`src/rtl/mem_arbiter_pkg.sv`:
```
// -----------------------------------------------------------------------------
// mem_arbiter_pkg
// Shared definitions for the two-requester memory arbiter:
//   DEF_ADDR_W / DEF_DATA_W : default address / data widths
//   arb_state_t             : arbiter FSM state encoding
// -----------------------------------------------------------------------------
package mem_arbiter_pkg;

    localparam int DEF_ADDR_W = 32;
    localparam int DEF_DATA_W = 32;

    typedef enum logic [1:0] {
        IDLE   = 2'd0,
        ACCESS = 2'd1,
        RESP   = 2'd2
    } arb_state_t;

endpackage : mem_arbiter_pkg

```
`src/rtl/rr_arb2.sv`:
```
// -----------------------------------------------------------------------------
// rr_arb2
// Combinational two-way round-robin pick.
// Ports:
//   i_req[1:0] : request vector (bit n = requester n)
//   i_last     : requester granted most recently
//   o_valid    : at least one request present
//   o_winner   : index of the selected requester (meaningful when o_valid)
// -----------------------------------------------------------------------------
module rr_arb2 (
    input  logic [1:0] i_req,
    input  logic       i_last,
    output logic       o_valid,
    output logic       o_winner
);

    always_comb begin
        o_valid  = |i_req;
        o_winner = 1'b0;
        case (i_req)
            2'b01:   o_winner = 1'b0;
            2'b10:   o_winner = 1'b1;
            // Contention: the requester that did not win last time goes first.
            2'b11:   o_winner = ~i_last;
            default: o_winner = 1'b0;
        endcase
    end

endmodule : rr_arb2

```
`src/rtl/mem_arbiter.sv`:
```
// -----------------------------------------------------------------------------
// mem_arbiter
// Arbitrates two requesters onto one single-ported memory with exactly one
// access in flight. A winner is chosen in IDLE, its request is issued to the
// memory for one cycle (ACCESS, with a one-cycle gnt pulse), and reads take one
// more cycle (RESP) to capture mem_rdata into that requester's rdata register,
// signalled by a one-cycle rvalid pulse.
// Ports:
//   clk, resetn                 : clock, synchronous active-low reset
//   req0/1, we0/1               : request and write flag per requester
//   addr0/1, wdata0/1           : address and write data per requester
//   gnt0/1                      : access accepted and issued (1-cycle pulse)
//   rvalid0/1, rdata0/1         : read result pulse and registered read data
//   mem_addr, mem_wdata, mem_we : shared memory request
//   mem_rdata                   : memory read data, valid one cycle after address
// -----------------------------------------------------------------------------
module mem_arbiter
    import mem_arbiter_pkg::*;
#(
    parameter int ADDR_W = DEF_ADDR_W,
    parameter int DATA_W = DEF_DATA_W
) (
    input  logic              clk,
    input  logic              resetn,
    input  logic              req0,
    input  logic              req1,
    input  logic              we0,
    input  logic              we1,
    input  logic [ADDR_W-1:0] addr0,
    input  logic [ADDR_W-1:0] addr1,
    input  logic [DATA_W-1:0] wdata0,
    input  logic [DATA_W-1:0] wdata1,
    output logic              gnt0,
    output logic              gnt1,
    output logic              rvalid0,
    output logic              rvalid1,
    output logic [DATA_W-1:0] rdata0,
    output logic [DATA_W-1:0] rdata1,
    output logic [ADDR_W-1:0] mem_addr,
    output logic [DATA_W-1:0] mem_wdata,
    output logic              mem_we,
    input  logic [DATA_W-1:0] mem_rdata
);

    arb_state_t        r_state,     w_state_next;
    logic              r_last,      w_last_next;
    logic              r_winner,    w_winner_next;
    logic              r_is_write,  w_is_write_next;
    logic [1:0]        r_gnt,       w_gnt_next;
    logic [1:0]        r_rvalid,    w_rvalid_next;
    logic [DATA_W-1:0] r_rdata0,    w_rdata0_next;
    logic [DATA_W-1:0] r_rdata1,    w_rdata1_next;
    logic [ADDR_W-1:0] r_mem_addr,  w_mem_addr_next;
    logic [DATA_W-1:0] r_mem_wdata, w_mem_wdata_next;
    logic              r_mem_we,    w_mem_we_next;

    logic              w_arb_valid;
    logic              w_arb_winner;

    rr_arb2 u_rr_arb2 (
        .i_req    ({req1, req0}),
        .i_last   (r_last),
        .o_valid  (w_arb_valid),
        .o_winner (w_arb_winner)
    );

    always_ff @(posedge clk) begin
        if (!resetn) begin
            r_state     <= IDLE;
            r_last      <= 1'b1;    // requester 0 wins the first tie
            r_winner    <= 1'b0;
            r_is_write  <= 1'b0;
            r_gnt       <= 2'b00;
            r_rvalid    <= 2'b00;
            r_rdata0    <= '0;
            r_rdata1    <= '0;
            r_mem_addr  <= '0;
            r_mem_wdata <= '0;
            r_mem_we    <= 1'b0;
        end else begin
            r_state     <= w_state_next;
            r_last      <= w_last_next;
            r_winner    <= w_winner_next;
            r_is_write  <= w_is_write_next;
            r_gnt       <= w_gnt_next;
            r_rvalid    <= w_rvalid_next;
            r_rdata0    <= w_rdata0_next;
            r_rdata1    <= w_rdata1_next;
            r_mem_addr  <= w_mem_addr_next;
            r_mem_wdata <= w_mem_wdata_next;
            r_mem_we    <= w_mem_we_next;
        end
    end

    // gnt, mem_we and rvalid are registered pulses: they default to 0 and are
    // only set on the transition into the cycle where they must be visible.
    always_comb begin
        w_state_next     = r_state;
        w_last_next      = r_last;
        w_winner_next    = r_winner;
        w_is_write_next  = r_is_write;
        w_gnt_next       = 2'b00;
        w_rvalid_next    = 2'b00;
        w_rdata0_next    = r_rdata0;
        w_rdata1_next    = r_rdata1;
        w_mem_addr_next  = r_mem_addr;
        w_mem_wdata_next = r_mem_wdata;
        w_mem_we_next    = 1'b0;

        case (r_state)
            IDLE: begin
                if (w_arb_valid) begin
                    w_winner_next    = w_arb_winner;
                    w_last_next      = w_arb_winner;
                    w_is_write_next  = w_arb_winner ? we1 : we0;
                    w_mem_addr_next  = w_arb_winner ? addr1 : addr0;
                    w_mem_wdata_next = w_arb_winner ? wdata1 : wdata0;
                    w_mem_we_next    = w_arb_winner ? we1 : we0;
                    w_gnt_next       = w_arb_winner ? 2'b10 : 2'b01;
                    w_state_next     = ACCESS;
                end
            end
            ACCESS: begin
                w_state_next = r_is_write ? IDLE : RESP;
            end
            RESP: begin
                // mem_rdata is valid now, one cycle after the address was issued.
                if (r_winner) begin
                    w_rdata1_next = mem_rdata;
                    w_rvalid_next = 2'b10;
                end else begin
                    w_rdata0_next = mem_rdata;
                    w_rvalid_next = 2'b01;
                end
                w_state_next = IDLE;
            end
            default: begin
                w_state_next = IDLE;
            end
        endcase
    end

    assign gnt0      = r_gnt[0];
    assign gnt1      = r_gnt[1];
    assign rvalid0   = r_rvalid[0];
    assign rvalid1   = r_rvalid[1];
    assign rdata0    = r_rdata0;
    assign rdata1    = r_rdata1;
    assign mem_addr  = r_mem_addr;
    assign mem_wdata = r_mem_wdata;
    assign mem_we    = r_mem_we;

endmodule : mem_arbiter

```
`config.mk`:
```
export PLATFORM = sky130hd
export DESIGN_NAME = mem_arbiter
export DESIGN_NICKNAME = d
export VERILOG_FILES = /design/src/rtl/mem_arbiter_pkg.sv /design/src/rtl/rr_arb2.sv /design/src/rtl/mem_arbiter.sv
export SDC_FILE = /design/constraint.sdc
export NUM_CORES = 1
export LEC_CHECK = 0
export CAP_MARGIN = 20
export CORE_MARGIN = 4
export CORE_UTILIZATION = 25
export DETAILED_ROUTE_END_ITERATION = 10
export PLACE_DENSITY_LB_ADDON = 0.25
export SYNTH_ARGS = -nofsm -noshare
export SYNTH_HDL_FRONTEND = slang
export SYNTH_SLANG_ARGS = --single-unit
```
`constraint.sdc`:
```
create_clock -name clk -period 3.2 [get_ports clk]
set_input_delay 0.64 -clock clk [delete_from_list [all_inputs] [get_ports clk]]
set_output_delay 0.64 -clock clk [all_outputs]
set_load 0.05 [all_outputs]
```
* Word level (Yosys, flattened, before mapping)
Cells that the tools add are included.
Word-level totals: word-level logic and storage cells 34, flip-flop bits (word level) 138, output and inout bits 133
Operators by class: multiplexer cells 9, bitwise operators 2, reductions and logical operators 7, equality and inequality tests 5
Operators by type and width (count):
- two-way mux 32 bit | 2
- two-way mux 2 bit | 4
- AND reduction 2 bit | 4
- equality test 2 bit (second input constant) | 3
- one-hot mux 2 bit (2 select lines) | 1
- AND reduction 3 bit | 1
- equality test 2 x 1 -> 1 bit (second input constant) | 1
- zero test 2 bit | 1
- inequality test 2 x 1 -> 1 bit (second input constant) | 1
- NOT 1 bit | 2
- one-hot mux 1 bit (2 select lines) | 1
- OR reduction 2 bit | 1
- two-way mux 1 bit | 1

* Longest topological paths before layout
word-level depth 3, mapped depth 6, mapped depth without buffers 3

* By module
Synthesis repeated with hierarchy kept, for this count alone.
Unflattened totals: cell total of the unflattened synthesis 561, area, all modules 5510.3 um^2
Modules (own cells, without submodules):
- mem_arbiter | instances 1, cells an instance 559, seq. area each 2762.6 um^2, area an instance 5496.5 um^2
- rr_arb2 | instances 1, cells an instance 2, seq. area each 0.0 um^2, area an instance 13.8 um^2

* Worst setup path after synthesis
OpenSTA, ideal clock, no wires.
kind input port to flip-flop, from input req0, to register r_mem_wdata[10] (netlist: mem_wdata[10]), buffers on the path 3, arrival time 1.570 ns, slack 1.541 ns, stages 6, library setup time 0.089 ns, cells stage by stage or2_1 > buf_2 > and2_4 > buf_6 > buf_6 > a311oi_2
On the way: word-level cells in the longest chain between the ends 3
RTL lines:
- from (decl) | RTL line mem_arbiter.sv:25 | input logic req0,
- equality test 2 bit | RTL line rr_arb2.sv:20 | case (i_req)
- one-hot mux 1 bit (2 select lines) | RTL line rr_arb2.sv:20
- two-way mux 32 bit | RTL line mem_arbiter.sv:117 | w_mem_wdata_next = w_arb_winner ? wdata1 : wdata0;
- to (signal assigned) | RTL line mem_arbiter.sv:90 | r_mem_wdata <= w_mem_wdata_next;
- to (decl) | RTL line mem_arbiter.sv:54 | logic [DATA_W-1:0] r_mem_wdata, w_mem_wdata_next;
Several ways; a longest one is shown, not always the timed one. A chain may end at the register's enable or synchronous reset.

* Worst setup path after layout
from register r_mem_wdata[28] (netlist: mem_wdata[28]), to output mem_wdata[28]
RTL lines:
- to (decl) | RTL line mem_arbiter.sv:40 | output logic [DATA_W-1:0] mem_wdata,
No word-level cell between the ends.

==> metrics.txt <==
CP Buf/Inv Count=1; synthesized area=5750 sq um; Post-synth top flop=dfxtp_1; number of setup buffers added after CTS=0; Psw=1720 uW; die area=around 25000 sq um; Max Cap Viol=0; # DRC=0; Post-synth EDFFs=0; Syn Area/Cell=8.46 sq um; Yosys top cell by area=dfxtp_1; most common cell in the netlist=nand2_1; Clock Skews=8.31 ps; flop and latch count out of synthesis=138; asr flop ratio synth=0; Core Region=22600 sq um; CP Depth=1; max-slew violations=0; Comb power frac=0.255; Hold Path Class=flop to flop; post-route insts no fill=1243; Min-Delay Path Depth=1; crit path from=mem_wdata[28]; core occupancy in the finished layout=0.425; area grow syn2layout=67.5%; share of layout cells above drive strength 1=0.106; R2R Path End=mem_addr[23]; DRT iter0 DRCs=257; final setup vio count=0; worst slew pin tran=582 ps; Pwr Density=between 500 and 600 nW/um^2; Die X=~160 microns; # H-tree levels=4; R2R cell count=5; FP Rows=55; worst path cell trace=clkdlybuf4s50_1; leak pwr=0.00338 uW; CTS tree=built; Synth Net Count=~850; critical path type=flop to output port; origin of the critical flop-to-flop path=r_state[0]; GRT Total Usage=0.154; Crit path max-delay family=buffers and inverters; clk_lat worst skew=410 ps; Final ANT Viol Nets=0; routed len/inst=16.3 microns; Post-synth top cells=nand2_1, dfxtp_1, a21oi_1; minimum clock period=2260 ps; initial antenna violation count=1; Worst Setup Start Kind=flop; Req. time, crit path=roughly 2600 ps; CTS Hold Buffers Added=0; Root Driver=clkbuf_16; synth top area cells=dfxtp_1, nand2_1, a311oi_2; Seq/Total Area, Yosys=0.481; # clock sinks=around 140; Arr. time, crit path=1620 ps; Yosys top cell area share=0.481; vias in the first global route=5647; crit path max fanout=2; slowest stage delay, CP=840 ps; final RePlAce weighted congestion=roughly 0.75; endpoints failing hold=0; Setup Total Neg Slack=0 ps; first-pass GRT wire length=31700 microns; part of the power in registers=0.350; Post-CTS Resized=0; DP Cell Count=~1200; Ports=299; max_slew headroom=0.611; Reg2Reg Setup Slack=1290 ps; DRT Pass-1 Iters=4; CTS clk-pin slew, worst paths=70 ps; height of the die=~160 microns; pin count of the biggest net entering global routing=73; antenna cell count=0; vias=5722; Detailed Route WL=20300 microns; vias per inst=around 4.6; Inserted Clock Buffers=17; endpoint class of the critical path=output port; Ys Warns=0; maximum vdd ir drop=286 uV; placed wire-length estimate=13700 microns; clk buf depth=2; Max Freq=0.442 GHz; CP max stage cell=clkdlybuf4s50_1; Tot Pwr=approximately 5500 uW; Switching Fraction=0.316; cell-internal power=about 3700 uW; Synth cell types=29; Mapped Cells=679; RSZ-0062 raised after global routing=false; Port Buffers=298; Setup crit end=mem_wdata[28]; GRT overflow=0; Tcrit/Tclk final=0.707; Initial Utilization=0.254; nets=1111; Clk pwr share=0.395; status=completed
[power groups by stage]
stage                     clock network, uW  logic (uW)  registers, uW
after floorplan                           0         433           2340
after global placement                    0        1400           1940
after detailed placement                  0        1400           1950
after CTS                              2220        1400           1910
after global routing                   2280        1470           1920
final                                  2150        1390           1910
[cells by family after synthesis]
family,synth area share
flip-flops,0.481
buffers and inverters,0.0584
AO/OA/AOI/OAI,0.273
multiplexers,0.00174
AND/OR/NAND/NOR,0.186
[through the flow]
stage               worst slack, ps  hold WS, ps  instance area (sq um)
detailed placement              771          434                   8980
CTS                             904          444                   9620
finish                          939          441                   9620
global placement                811          419                   8980
floorplan                      1540          398                   5750
global route                    882          461                   9620
[worst min path at each step]
stage / startpoint / end / slack [ps]
floorplan: r_is_write / r_state[1] / 400
global placement: r_is_write / r_state[1] / 420
detailed placement: r_is_write / r_state[1] / 430
CTS: r_is_write / r_state[1] / 440
global route: r_is_write / r_state[1] / 460
finish: r_is_write / r_state[1] / 440
[final cells by class]
| class | count | area (sq um) |
|---|---|---|
| Timing Repair Buffer | 312 | 3190 |
| Multi-Input combinational cell | 474 | 2670 |
| Tap cell | 285 | 357 |
| Clock inverter | 14 | 210 |
| Fill cell | 2273 | 13000 |
| Sequential cell | 138 | 2760 |
| Clock buffer | 18 | 429 |
| Inverter | 2 | 10.0 |
[state kept, by name, indices dropped and copies added, names as in the netlist]
signal / cells
rdata1: 32
mem_addr: 32
r_gnt: 2
mem_wdata: 32
r_winner: 1
r_last: 1
r_state: 2
r_rvalid: 2
rdata0: 32
r_is_write: 1
mem_we: 1
[cells in the final DEF, fill, tap and decap left out, drive strengths merged, types with 2 or more instances in the layout]
cell and instances:
a21boi 2, a21oi 130, a311oi 64, buf 14, bufinv 4, clkbuf 18, clkdlybuf4s50 298, clkinv 2
clkinvlp 2, dfxtp 138, inv 8, nand2 257, nor2 6, nor3 2
[per-layer routing]
| metal | track usage | vias to the layer above | wire length (microns) |
|---|---|---|---|
| met5 | 0 | - | 13 |
| met4 | 0.0485 | 2 | 316 |
| met3 | 0.0665 | 22 | 1940 |
| met2 | 0.244 | 220 | 9270 |
| met1 | 0.189 | 2608 | 8780 |
| li1 | - | 2870 | - |
Power figures use the tool's default switching activity.
